<file path="src/rtl/spi_arb_pkg.sv">
// Shared types and defaults for the SPI request arbiter.
// State encoding plus default word and watchdog widths.
package spi_arb_pkg;

  typedef enum logic [1:0] {
    ST_IDLE  = 2'b00,
    ST_START = 2'b01,
    ST_WAIT  = 2'b10,
    ST_DONE  = 2'b11
  } arb_state_e;

  localparam int DEF_DATA_W = 8;
  localparam int DEF_TO_W   = 8;

endpackage

</file>
<file path="src/rtl/spi_rr_pick.sv">
// Combinational round-robin picker: searches ptr+1, ptr+2, ...
// Ports: req, ptr in; valid (any req) and winner index out.
module spi_rr_pick #(
  parameter int N_REQ = 4,
  parameter int IDX_W = 2
) (
  input  logic [N_REQ-1:0] req,
  input  logic [IDX_W-1:0] ptr,
  output logic             valid,
  output logic [IDX_W-1:0] winner
);

  logic [IDX_W-1:0] idx;

  // Walk from the farthest candidate to the nearest so the
  // nearest requesting index is the last (winning) assignment.
  always_comb begin
    valid  = |req;
    winner = '0;
    idx    = '0;
    for (int k = N_REQ; k >= 1; k--) begin
      idx = IDX_W'((int'(ptr) + k) % N_REQ);
      if (req[idx]) begin
        winner = idx;
      end
    end
  end

endmodule

</file>
<file path="src/rtl/spi_req_arbiter.sv">
// Round-robin arbiter sharing one SPI engine among N_REQ clients.
// Ports: clk, reset (async high), req/req_data in; grant/done/err,
// eng_start/eng_data/eng_sel/eng_abort out; eng_fin in; busy out.
// Optional watchdog: define SPI_ARB_TIMEOUT_EN.
module spi_req_arbiter
  import spi_arb_pkg::*;
#(
  parameter int N_REQ  = 4,
  parameter int DATA_W = DEF_DATA_W,
  parameter int IDX_W  = (N_REQ > 1) ? $clog2(N_REQ) : 1,
  parameter int TO_W   = DEF_TO_W
) (
  input  logic                    clk,
  input  logic                    reset,
  input  logic [N_REQ-1:0]        req,
  input  logic [N_REQ*DATA_W-1:0] req_data,
  output logic [N_REQ-1:0]        grant,
  output logic [N_REQ-1:0]        done,
  output logic                    err,
  output logic                    eng_start,
  output logic [DATA_W-1:0]       eng_data,
  output logic [IDX_W-1:0]        eng_sel,
  output logic                    eng_abort,
  input  logic                    eng_fin,
  output logic                    busy
);

  arb_state_e        state_q, state_d;
  logic [IDX_W-1:0]  ptr_q, ptr_d;
  logic [IDX_W-1:0]  sel_q, sel_d;
  logic [DATA_W-1:0] data_q, data_d;
  logic              err_q, err_d;
  logic              pick_valid;
  logic [IDX_W-1:0]  pick_idx;
  logic [N_REQ-1:0]  sel_oh;

  spi_rr_pick #(
    .N_REQ (N_REQ),
    .IDX_W (IDX_W)
  ) u_pick (
    .req    (req),
    .ptr    (ptr_q),
    .valid  (pick_valid),
    .winner (pick_idx)
  );

`ifdef SPI_ARB_TIMEOUT_EN
  // Last WAIT count before the watchdog would reach all-ones.
  localparam logic [TO_W-1:0] WD_LAST = {{(TO_W-1){1'b1}}, 1'b0};
  logic [TO_W-1:0] wd_q, wd_d;
`endif

  always_comb begin
    state_d = state_q;
    ptr_d   = ptr_q;
    sel_d   = sel_q;
    data_d  = data_q;
    err_d   = err_q;
`ifdef SPI_ARB_TIMEOUT_EN
    wd_d    = wd_q;
`endif
    unique case (state_q)
      ST_IDLE: begin
        err_d = 1'b0;
        if (pick_valid) begin
          sel_d   = pick_idx;
          data_d  = req_data[pick_idx*DATA_W +: DATA_W];
          state_d = ST_START;
        end
      end
      ST_START: begin
        state_d = ST_WAIT;
`ifdef SPI_ARB_TIMEOUT_EN
        wd_d    = '0;
`endif
      end
      ST_WAIT: begin
        if (eng_fin) begin
          state_d = ST_DONE;
`ifdef SPI_ARB_TIMEOUT_EN
        end else if (wd_q == WD_LAST) begin
          state_d = ST_DONE;
          err_d   = 1'b1;
        end else begin
          wd_d = wd_q + 1'b1;
`endif
        end
      end
      ST_DONE: begin
        ptr_d   = sel_q;
        state_d = ST_IDLE;
      end
    endcase
  end

  always_ff @(posedge clk or posedge reset) begin
    if (reset) begin
      state_q <= ST_IDLE;
      ptr_q   <= IDX_W'(N_REQ - 1);
      sel_q   <= '0;
      data_q  <= '0;
      err_q   <= 1'b0;
    end else begin
      state_q <= state_d;
      ptr_q   <= ptr_d;
      sel_q   <= sel_d;
      data_q  <= data_d;
      err_q   <= err_d;
    end
  end

`ifdef SPI_ARB_TIMEOUT_EN
  always_ff @(posedge clk or posedge reset) begin
    if (reset) begin
      wd_q <= '0;
    end else begin
      wd_q <= wd_d;
    end
  end

  // Abort and err both mark the DONE cycle of a timed-out transfer.
  assign eng_abort = (state_q == ST_DONE) & err_q;
  assign err       = (state_q == ST_DONE) & err_q;
`else
  localparam logic [TO_W-1:0] WD_NONE = '0;

  // No watchdog: err_q never sets, abort is constant low.
  assign eng_abort = |WD_NONE;
  assign err       = (state_q == ST_DONE) & err_q;
`endif

  always_comb begin
    sel_oh         = '0;
    sel_oh[sel_q]  = 1'b1;
  end

  assign eng_start = (state_q == ST_START);
  assign busy      = (state_q != ST_IDLE);
  assign eng_sel   = sel_q;
  assign eng_data  = data_q;
  assign grant     = (state_q == ST_START || state_q == ST_WAIT)
                     ? sel_oh : '0;
  assign done      = (state_q == ST_DONE) ? sel_oh : '0;

endmodule
</file>
<file path="config.mk">
export PLATFORM = sky130hd
export DESIGN_NAME = spi_req_arbiter
export DESIGN_NICKNAME = d
export VERILOG_FILES = /design/src/rtl/spi_arb_pkg.sv /design/src/rtl/spi_rr_pick.sv /design/src/rtl/spi_req_arbiter.sv
export SDC_FILE = /design/constraint.sdc
export NUM_CORES = 1
export LEC_CHECK = 0
export CAP_MARGIN = 20
export CELL_PAD_IN_SITES_DETAIL_PLACEMENT = 0
export CELL_PAD_IN_SITES_GLOBAL_PLACEMENT = 2
export CORE_MARGIN = 5
export CORE_UTILIZATION = 17
export DETAILED_ROUTE_END_ITERATION = 7
export HOLD_SLACK_MARGIN = 0.06
export PLACE_DENSITY_LB_ADDON = 0.1
export SETUP_SLACK_MARGIN = 0.15
export SYNTH_ARGS = -nofsm -noshare
export SYNTH_HDL_FRONTEND = slang
export SYNTH_SLANG_ARGS = --single-unit
</file>
<file path="constraint.sdc">
create_clock -name clk -period 1.52 [get_ports clk]
set_input_delay 0.304 -clock clk [delete_from_list [all_inputs] [get_ports clk]]
set_output_delay 0.304 -clock clk [all_outputs]
set_load 0.005 [all_outputs]
</file>
Word level (Yosys, flattened, before mapping)
Cells that the tools add are included.
- register bits: 14
- input port bits: 39
- output and inout bits: 22
- logic and storage cells: 46
- add/subtract/negate cells: 4
- $lt $le $gt $ge: 6
- equality and inequality tests: 5
- shift operators: 1
- multiplexer cells: 19
- reduce and logical (&&, ||, !) cells: 7
- operators by type and width (cell ; count):
    $shiftx A32 B6 Y8 ; 1
    $lt A2 B3 Y1 const B ; 5
    $mux W2 ; 6
    $bmux W1 S2 ; 4
    $mux W4 ; 2
    $pmux W2 S4 ; 1
    $mux W1 ; 5
    $add A2 B1 Y2 const B ; 2
    $add A2 B2 Y2 const B ; 2
    $eq A2 B2 Y1 const B ; 2
    $ne A2 B2 Y1 const B ; 2
    $reduce_and A2 Y1 ; 2
    $reduce_or A4 Y1 ; 1
    $demux W1 S2 ; 1
    $eq A2 B1 Y1 const B ; 1
    $ge A2 B1 Y1 const B ; 1
    $logic_not A2 Y1 ; 1
    $reduce_bool A2 Y1 ; 1
    $logic_and A1 B1 Y1 ; 1
    $logic_or A1 B1 Y1 ; 1

Longest topological paths before layout
Gate-level depths: netlist of run 1.
- depth in word-level cells: 8
- depth in mapped cells: 8
- mapped depth without buffers: 6

By module
Synthesis of run 1 repeated with hierarchy kept, for this count alone.
- cell total of the unflattened synthesis: 98
- area, all modules: 1003.5 µm²
- modules (own cells, without submodules) (module ; times used ; cells each ; area an instance (µm²) ; sequential area each (µm²)):
    spi_req_arbiter ; 1 ; 84 ; 912.1 ; 352.8
    spi_rr_pick ; 1 ; 14 ; 91.3 ; 0.0

Least setup slack after synthesis of run 1
No wires, ideal clock.
- path type: flip-flop to flip-flop
- start: register ptr_q[1]
- end: register data_q[1] (netlist: eng_data[1])
- setup time: 0.141 ns
- arrival: 1.551 ns
- required time: 1.379 ns
- slack: -0.172 ns
- cell stages (with the launch flop): 8
- path buffers: 3
- period minus slack after synthesis: 1.692 ns
- cells stage by stage: dfstp_2 > buf_4 > mux2i_1 > o221a_1 > buf_6 > buf_12 > mux2i_1 > o221ai_1
- word-level cells in the longest chain between the ends: 8
- elaborated cells on any way between the ends: 17
- classes of those cells: add/sub (4); shift (1); mux (12)
- RTL lines (what ; line ; text):
    start, declared ; spi_req_arbiter.sv:29 ; logic [IDX_W-1:0] ptr_q, ptr_d;
    start signal, assigned ; spi_req_arbiter.sv:99 ; ptr_q <= IDX_W'(N_REQ - 1);
    start signal, assigned ; spi_req_arbiter.sv:105 ; ptr_q <= ptr_d;
    $add A2 B1 Y2 ; spi_rr_pick.sv:22 ; idx = IDX_W'((int'(ptr) + k) % N_REQ);
    $bmux W1 S2 ; spi_rr_pick.sv:23 ; if (req[idx]) begin
    $mux W1 (not written as such) ; spi_rr_pick.sv:23 ;
    $mux W2 (3 in series) ; spi_rr_pick.sv:23 ;
    $mux W2 * ; spi_rr_pick.sv:23 ;
    $shiftx A32 B6 Y8 * ; spi_req_arbiter.sv:67 ; data_d = req_data[pick_idx*DATA_W +: DATA_W];
    end signal, assigned ; spi_req_arbiter.sv:107 ; data_q <= data_d;
    end, declared ; spi_req_arbiter.sv:31 ; logic [DATA_W-1:0] data_q, data_d;
Every way passes the cells marked *; elsewhere a longest branch is shown, timed or not. The select of a mux whose other input is x is not followed.
A chain may end at the register's enable or synchronous reset.

Worst setup path in the final report of run 1
- start: register ptr_q[1]
- end: register data_q[2] (netlist: eng_data[2])
Same word-level chain as after synthesis.

==> results.py, run 1 <==
metrics = {
    "die": {
        "starting_utilization_of_the_core_area": 0.175,
        "die_area_sq_um": 7310,
        "die_width_um": 85.5,
        "die-height_um": 85.5,
        "fp.coreArea_sq_um": 5540,
        "row_count": 27,
        "ioPinCount": 61,
    },
    "clock_tree": {
        "clock_latency_ns": 0.24,
        "cts.reportedPaths.clkPinSlew_ns": 0.06,
        "clock_path_buffers": 2,
        "cts_tree": "built",
        "ctsHtreeMaxLevel": 1,
        "clock_sink_count": 14,
        "total_clock_buffers_created_by_cts": 3,
        "clockRootBuffer": "clkbuf_8",
    },
    "final_layout": {
        "antenna_cells_inserted": 0,
        "post_layout_nonfiller_instances": 260,
        "design.final.nets": 232,
        "area.growth.synth_to_final_pct": 105,
        "final_core_util": 0.358,
        "drive_above_1_share": 0.372,
    },
    "routing": {
        "drtIter0Drc": 18,
        "remaining_drc_errors": 0,
        "post_drt_via_cell_ratio": 4.16,
        "dr.pass1.iters": 3,
        "route.detailed.wl_per_inst_um": 13.5,
        "drt.antenna.violating_nets": 0,
        "routed-via-count": 1082,
        "final_routed_wirelength_um": 3520,
    },
    "grt": {
        "grt_pass1_wl_um": 5600,
        "antenna_found_initial": 0,
        "grt_ovf": 0,
        "grt_max_degree": 15,
        "globalRouteTotalUtil": 0.0938,
        "first_global_vias": 1176,
    },
    "yosys": {
        "yosysUniqueCellTypes": 28,
        "post-synth-top-area-fraction": 0.310,
        "synth.avg_cell_area_sq_um": 9.41,
        "synthesis.area_sq_um": 970,
        "yosys_warnings": 0,
        "synth.area.top_cells": "dfrtp_1, mux2i_1, o221ai_1",
        "synthCells": 103,
        "synth_top_cell_by_area": "dfrtp_1",
        "synth-seq-area-share": 0.364,
        "synth-seq-cells": 14,
    },
    "sta": {
        "period_needed_ns": 1.70,
        "setup_slack_ns": -0.182,
        "timing.final.setup_violations": 14,
        "rsz0062_at_grt": "yes",
        "final_max_slew_viol_count": 0,
        "timing.final.crit_share": 1.12,
        "whs_ns": 0.370,
        "hold_violations": 0,
        "achievable-frequency_mhz": 588,
        "finalClockSkew_ns": 0.00291,
    },
    "power": {
        "power_density_nw_per_um2": 1720,
        "peakVddDrop_v": 0.000531,
        "totalPowerFinal_uw": 3400,
        "power.leakage_uw": 0.000930,
    },
    "critical_path": {
        "slowest_delay_ns": 0.56,
        "worst-r2r-setup-slack_ns": -0.18,
        "worstSetupEndpointType": "register",
        "worst_reg2reg_path_endpoint": "eng_data[2]",
        "cp_num_cells": 6,
        "timing.critical_path.arrival_ns": 1.81,
        "criticalPathCategory": "register to register",
        "r2r-start": "ptr_q[1]",
        "critical_path.top_delay_family": "flip-flops",
        "worstSetupStartpointType": "register",
        "critical-path-slowest-cell": "dfstp_2",
        "r2r_cells": 6,
        "worst_path_cell_chain": "mux2i_1 -> o221a_2 -> buf_4 -> buf_6 -> mux2i_2 -> o221ai_1",
        "timing.critical_path.from": "ptr_q[1]",
        "worst_ep_required_time_ns": 1.63,
        "critPathBufInv": 2,
        "timing.critical_path.fanout_max": 5,
    },
    "place": {
        "gp_routability_congestion": 0.684,
        "dpl.hpwl_um": 2680,
        "buffer_ports.inserted": 58,
        "numPlacedInstances": 242,
    },
    "run_status": {
        "run_status": "finished with violations",
        "violated_checks": "negative setup slack",
    },
    "job": {
        "max-cap-violations": 0,
    },
    "worst_hold_path": {
        "holdCritPathClass": "input port to async pin",
    },
}
-- repair_timing --
action,4_1_cts,5_1_grt
resized for setup,70,23
setup endpoints to repair,32,23
buffers inserted,8,5
pin swaps,4,7
hold buffers,0,0
endpoints found under the hold margin,0,0
cloned,1,0
-- cell usage after synthesis --
cell      instances
conb_1            1
dfstp_2           2
and3b_1           1
o221ai_1          8
a31oi_1           1
clkbuf_1          4
inv_1             6
o22a_1            1
nand2b_1          2
a21oi_1           3
or2_1             1
and3_1            2
o221a_1           1
mux2i_1          17
a32oi_1           1
buf_4             3
o21ai_0           3
nor2b_1           1
nand2_1          17
a21o_1            1
dfrtp_1          12
buf_12            1
ha_1              4
buf_1             1
nor3b_1           2
nor2_1            5
mux2_2            1
buf_6             1
-- cells in the final DEF (no fill, tap or decap), types with 2 or more instances in the layout --
master | Yosys | routed
inv_2 | 0 | 3
clkdlybuf4s50_1 | 0 | 35
ha_4 | 0 | 3
o21ai_0 | 3 | 2
nor3b_2 | 0 | 2
dlygate4sd2_1 | 0 | 11
dfrtp_2 | 0 | 2
dfstp_2 | 2 | 2
inv_1 | 6 | 3
buf_2 | 0 | 5
clkbuf_8 | 0 | 3
buf_6 | 1 | 11
a21oi_1 | 3 | 2
mux2i_1 | 17 | 16
nor2_1 | 5 | 3
nand2b_1 | 2 | 2
conb_1 | 1 | 2
nand2_1 | 17 | 14
buf_4 | 3 | 23
nand2_2 | 0 | 2
dfrtp_1 | 12 | 10
o221ai_1 | 8 | 8
and3_4 | 0 | 2
-- worst max path at each step --
stage | endpoint | slack [ns]
finish | eng_data[2] | -0.18
global route | eng_data[6] | -0.28
CTS | eng_data[2] | -0.18
detailed placement | eng_data[2] | -0.51
global placement | eng_data[2] | -0.51
floorplan | eng_data[0] | -0.16
-- stage by stage --
stage | setup TNS [ns] | setup slack, ns | area (sq um)
floorplan | -1.22 | -0.162 | 977
global placement | -6.07 | -0.512 | 1720
detailed placement | -6.10 | -0.510 | 1720
CTS | -2.16 | -0.183 | 1880
global route | -2.89 | -0.282 | 1980
finish | -1.60 | -0.182 | 1980
-- layer usage --
| metal | part of all wire | up-vias | GRT usage | routed length (um) |
|---|---|---|---|---|
| met4 | 0.0054 | 0 | 0.0129 | 19 |
| met1 | 0.42 | 526 | 0.114 | 1460 |
| li1 | - | 530 | - | - |
| met2 | 0.52 | 24 | 0.165 | 1820 |
| met5 | 0 | - | 0 | 0 |
| met3 | 0.060 | 2 | 0.0317 | 212 |
-- report_power, final --
group	switching, uW	internal, uW
Sequential	119	587
Clock	130	185
Combinational	981	1400
Total	1230	2170
-- final cells by class --
| type | count | area [sq um] |
|---|---|---|
| multi-input cells | 74 | 628 |
| fillers | 605 | 3560 |
| clock buffers | 4 | 45.0 |
| repair buffers | 90 | 843 |
| inverters | 6 | 22.5 |
| well taps | 72 | 90.1 |
| flip-flops and latches | 14 | 355 |
-- sequential cells by signal, summed over array words and instances, names as in the netlist --
signal	cells
ptr_q	2
eng_data	8
state_q	2
eng_sel	2
-- cells by family (layout without fill, tap and decap cells) --
| logic type | after synthesis | count (layout) | share of synthesized area |
|---|---|---|---|
| and+or+nand+nor | 31 | 31 | 0.148 |
| DFF | 14 | 14 | 0.364 |
| adders and majority gates | 4 | 4 | 0.0516 |
| other | 1 | 2 | 0.00387 |
| muxes | 18 | 18 | 0.187 |
| AOI/OAI and AO/OA | 19 | 19 | 0.147 |
| buffers and inverters | 16 | 100 | 0.0981 |
-- worst register-to-register path, delay by kind of cell, from the launching register on --
kind	cells	cell delay, ns
muxes	2	0.41
AOI/OAI and AO/OA	2	0.36
DFF	1	0.56
buffers and inverters	2	0.24
Note: power is estimated with default switching activity, not from simulation.
==> run 2, diff against run 1 <==
--- a/config.mk
+++ b/config.mk
@@ -13,3 +13,5 @@
 export DETAILED_ROUTE_END_ITERATION = 7
+export GPL_TIMING_DRIVEN = 0
 export HOLD_SLACK_MARGIN = 0.06
+export MAX_ROUTING_LAYER = met4
 export PLACE_DENSITY_LB_ADDON = 0.1
--- a/constraint.sdc
+++ b/constraint.sdc
@@ -3,2 +3,2 @@
 set_output_delay 0.304 -clock clk [all_outputs]
-set_load 0.005 [all_outputs]
+set_load 0.1 [all_outputs]
==> run 2 against run 1 <==
Against the previous run: the flow still finishes with violations (negative setup slack); worst hold slack improved by 0.061 ns; first-iteration DRC count rose by 140%; clock-buffer cell count did not move; routed wire length rose by 2.1%; cell count rose by 1.2%; flip-flop and latch count did not move; non-clock buffer count rose by 3; critical path type unchanged; largest cell class unchanged.
==> results.py, run 2 (synthesis gave the netlist of run 1 again) <==
metrics = {
    "die": {
        "starting_utilization_of_the_core_area": 0.175,
        "die_area_sq_um": 7310,
        "row_count": 27,
        "die-height_um": 85.5,
        "fp.coreArea_sq_um": 5540,
        "ioPinCount": 61,
        "die_width_um": 85.5,
    },
    "routing": {
        "drtIter0Drc": 43,
        "route.detailed.wl_per_inst_um": 13.6,
        "routed-via-count": 1082,
        "dr.pass1.iters": 4,
        "drt.antenna.violating_nets": 0,
        "final_routed_wirelength_um": 3590,
        "remaining_drc_errors": 0,
        "post_drt_via_cell_ratio": 4.11,
    },
    "critical_path": {
        "timing.critical_path.arrival_ns": 1.94,
        "critPathMostFrequentCell": "buf_6",
        "timing.critical_path.fanout_max": 6,
        "worst_ep_required_time_ns": 1.65,
        "critical_path.top_delay_family": "flip-flops",
        "criticalPathCategory": "register to register",
        "worstSetupStartpointType": "register",
        "worst_path_cell_chain": "buf_6 -> mux2i_1 -> o221a_1 -> buf_6 -> buf_12 -> mux2i_2 -> o221ai_2",
        "critical-path-slowest-cell": "dfstp_2",
        "worstSetupEndpointType": "register",
        "critPathBufInv": 3,
        "slowest_delay_ns": 0.53,
    },
    "run_status": {
        "violated_checks": "negative setup slack",
        "run_status": "finished with violations",
    },
    "clock_tree": {
        "total_clock_buffers_created_by_cts": 3,
        "clockRootBuffer": "clkbuf_8",
        "ctsHtreeMaxLevel": 1,
        "clock_path_buffers": 2,
        "clock_sink_count": 14,
        "clock_latency_ns": 0.24,
        "cts.reportedPaths.clkPinSlew_ns": 0.06,
        "post_cts_hold_buffer_count": 0,
        "cts_tree": "built",
    },
    "sta": {
        "hold_violations": 0,
        "setup_slack_ns": -0.294,
        "timing.setup.tns_ns": -3.57,
        "achievable-frequency_mhz": 551,
        "rsz0062_at_grt": "yes",
        "slew_headroom": 0.607,
        "final_max_slew_viol_count": 0,
        "period_needed_ns": 1.81,
        "finalClockSkew_ns": 0.000785,
        "timing.final.crit_share": 1.19,
        "timing_worst_slew_pin_value_ns": 0.589,
        "timing.final.setup_violations": 19,
    },
    "final_layout": {
        "final_common_cell": "clkdlybuf4s50_1",
        "drive_above_1_share": 0.492,
        "design.final.nets": 235,
        "largest_register_ff_count": 8,
        "final_core_util": 0.410,
        "layout_common_cells": "clkdlybuf4s50_1, buf_4, nand2_1",
        "antenna_cells_inserted": 0,
        "layout.filler_cells": 551,
        "area.growth.synth_to_final_pct": 134,
    },
    "place": {
        "buffer_ports.inserted": 58,
        "gp_routability_congestion": 0.649,
        "dpl.hpwl_um": 2520,
    },
    "job": {
        "max-cap-violations": 0,
    },
    "grt": {
        "grt_util_met3": 0.0279,
        "met1_usage": 0.116,
        "grt_max_degree": 15,
        "grt_ovf": 0,
        "global_route.peak_usage_layer": "met2",
        "globalRouteTotalUtil": 0.101,
        "grt_pass1_wl_um": 5670,
        "grt_util_met2": 0.179,
        "antenna_found_initial": 0,
        "first_global_vias": 1178,
    },
    "worst_hold_path": {
        "holdCritPathClass": "input port to async pin",
    },
}
-- run 2: layout make-up --
type,instances,area (sq um),area share
multi-input cells,74,724,0.319
well taps,72,90.1,0.0397
inverters,6,26.3,0.0116
plain buffers,10,148,0.0650
flip-flops and latches,14,360,0.159
repair buffers,83,866,0.381
clock buffers,4,55.1,0.0243
-- run 2: worst paths after layout --
check	startpoint	endpoint	slack (ns)	cells past startpoint
min	reset	eng_sel[0]	0.43	2
max reg2reg	ptr_q[1]	eng_data[0]	-0.29	7
max in group asynchronous	reset	eng_sel[1]	0.65	2
min reg2reg	eng_data[7]	eng_data[7]	0.48	2
max	ptr_q[1]	eng_data[0]	-0.29	7
min in group clk	eng_data[7]	eng_data[7]	0.48	2
-- run 2: per-layer routing --
metal,share of wire,wire length (um)
met5,0,0
met4,0.011,40
met3,0.062,223
met2,0.51,1820
met1,0.42,1510
-- run 2: timing repair --
item | in CTS | in global routing
gates resized for setup | 170 | 8
pin swaps | 18 | 7
buffers inserted | 18 | 6
setup endpoints to repair | 30 | 22
hold endpoints to repair | 0 | 0
cloned | 1 | 0
-- run 2: per-stage QoR --
step,std cells,hold slack (ns),setup WS [ns],area [sq um]
after detailed placement,234,0.478,-0.992,1810
final,263,0.430,-0.294,2270
after CTS,257,0.464,-0.293,2190
after floorplan,104,0.192,-0.470,1140
after global routing,263,0.508,-0.359,2270
after global placement,234,0.473,-0.960,1810
Power of run 2 is not shown: default switching activity piles up to over one toggle a cycle in this logic, so the estimate is an artifact.
==> run 3, diff against run 2 <==
Settings changed: CAP_MARGIN 20 to 5.
==> results of run 3 <==
No change in the layout: final DEF, timing and power equal those of run 2.
Power of run 3 is left out for the same reason.
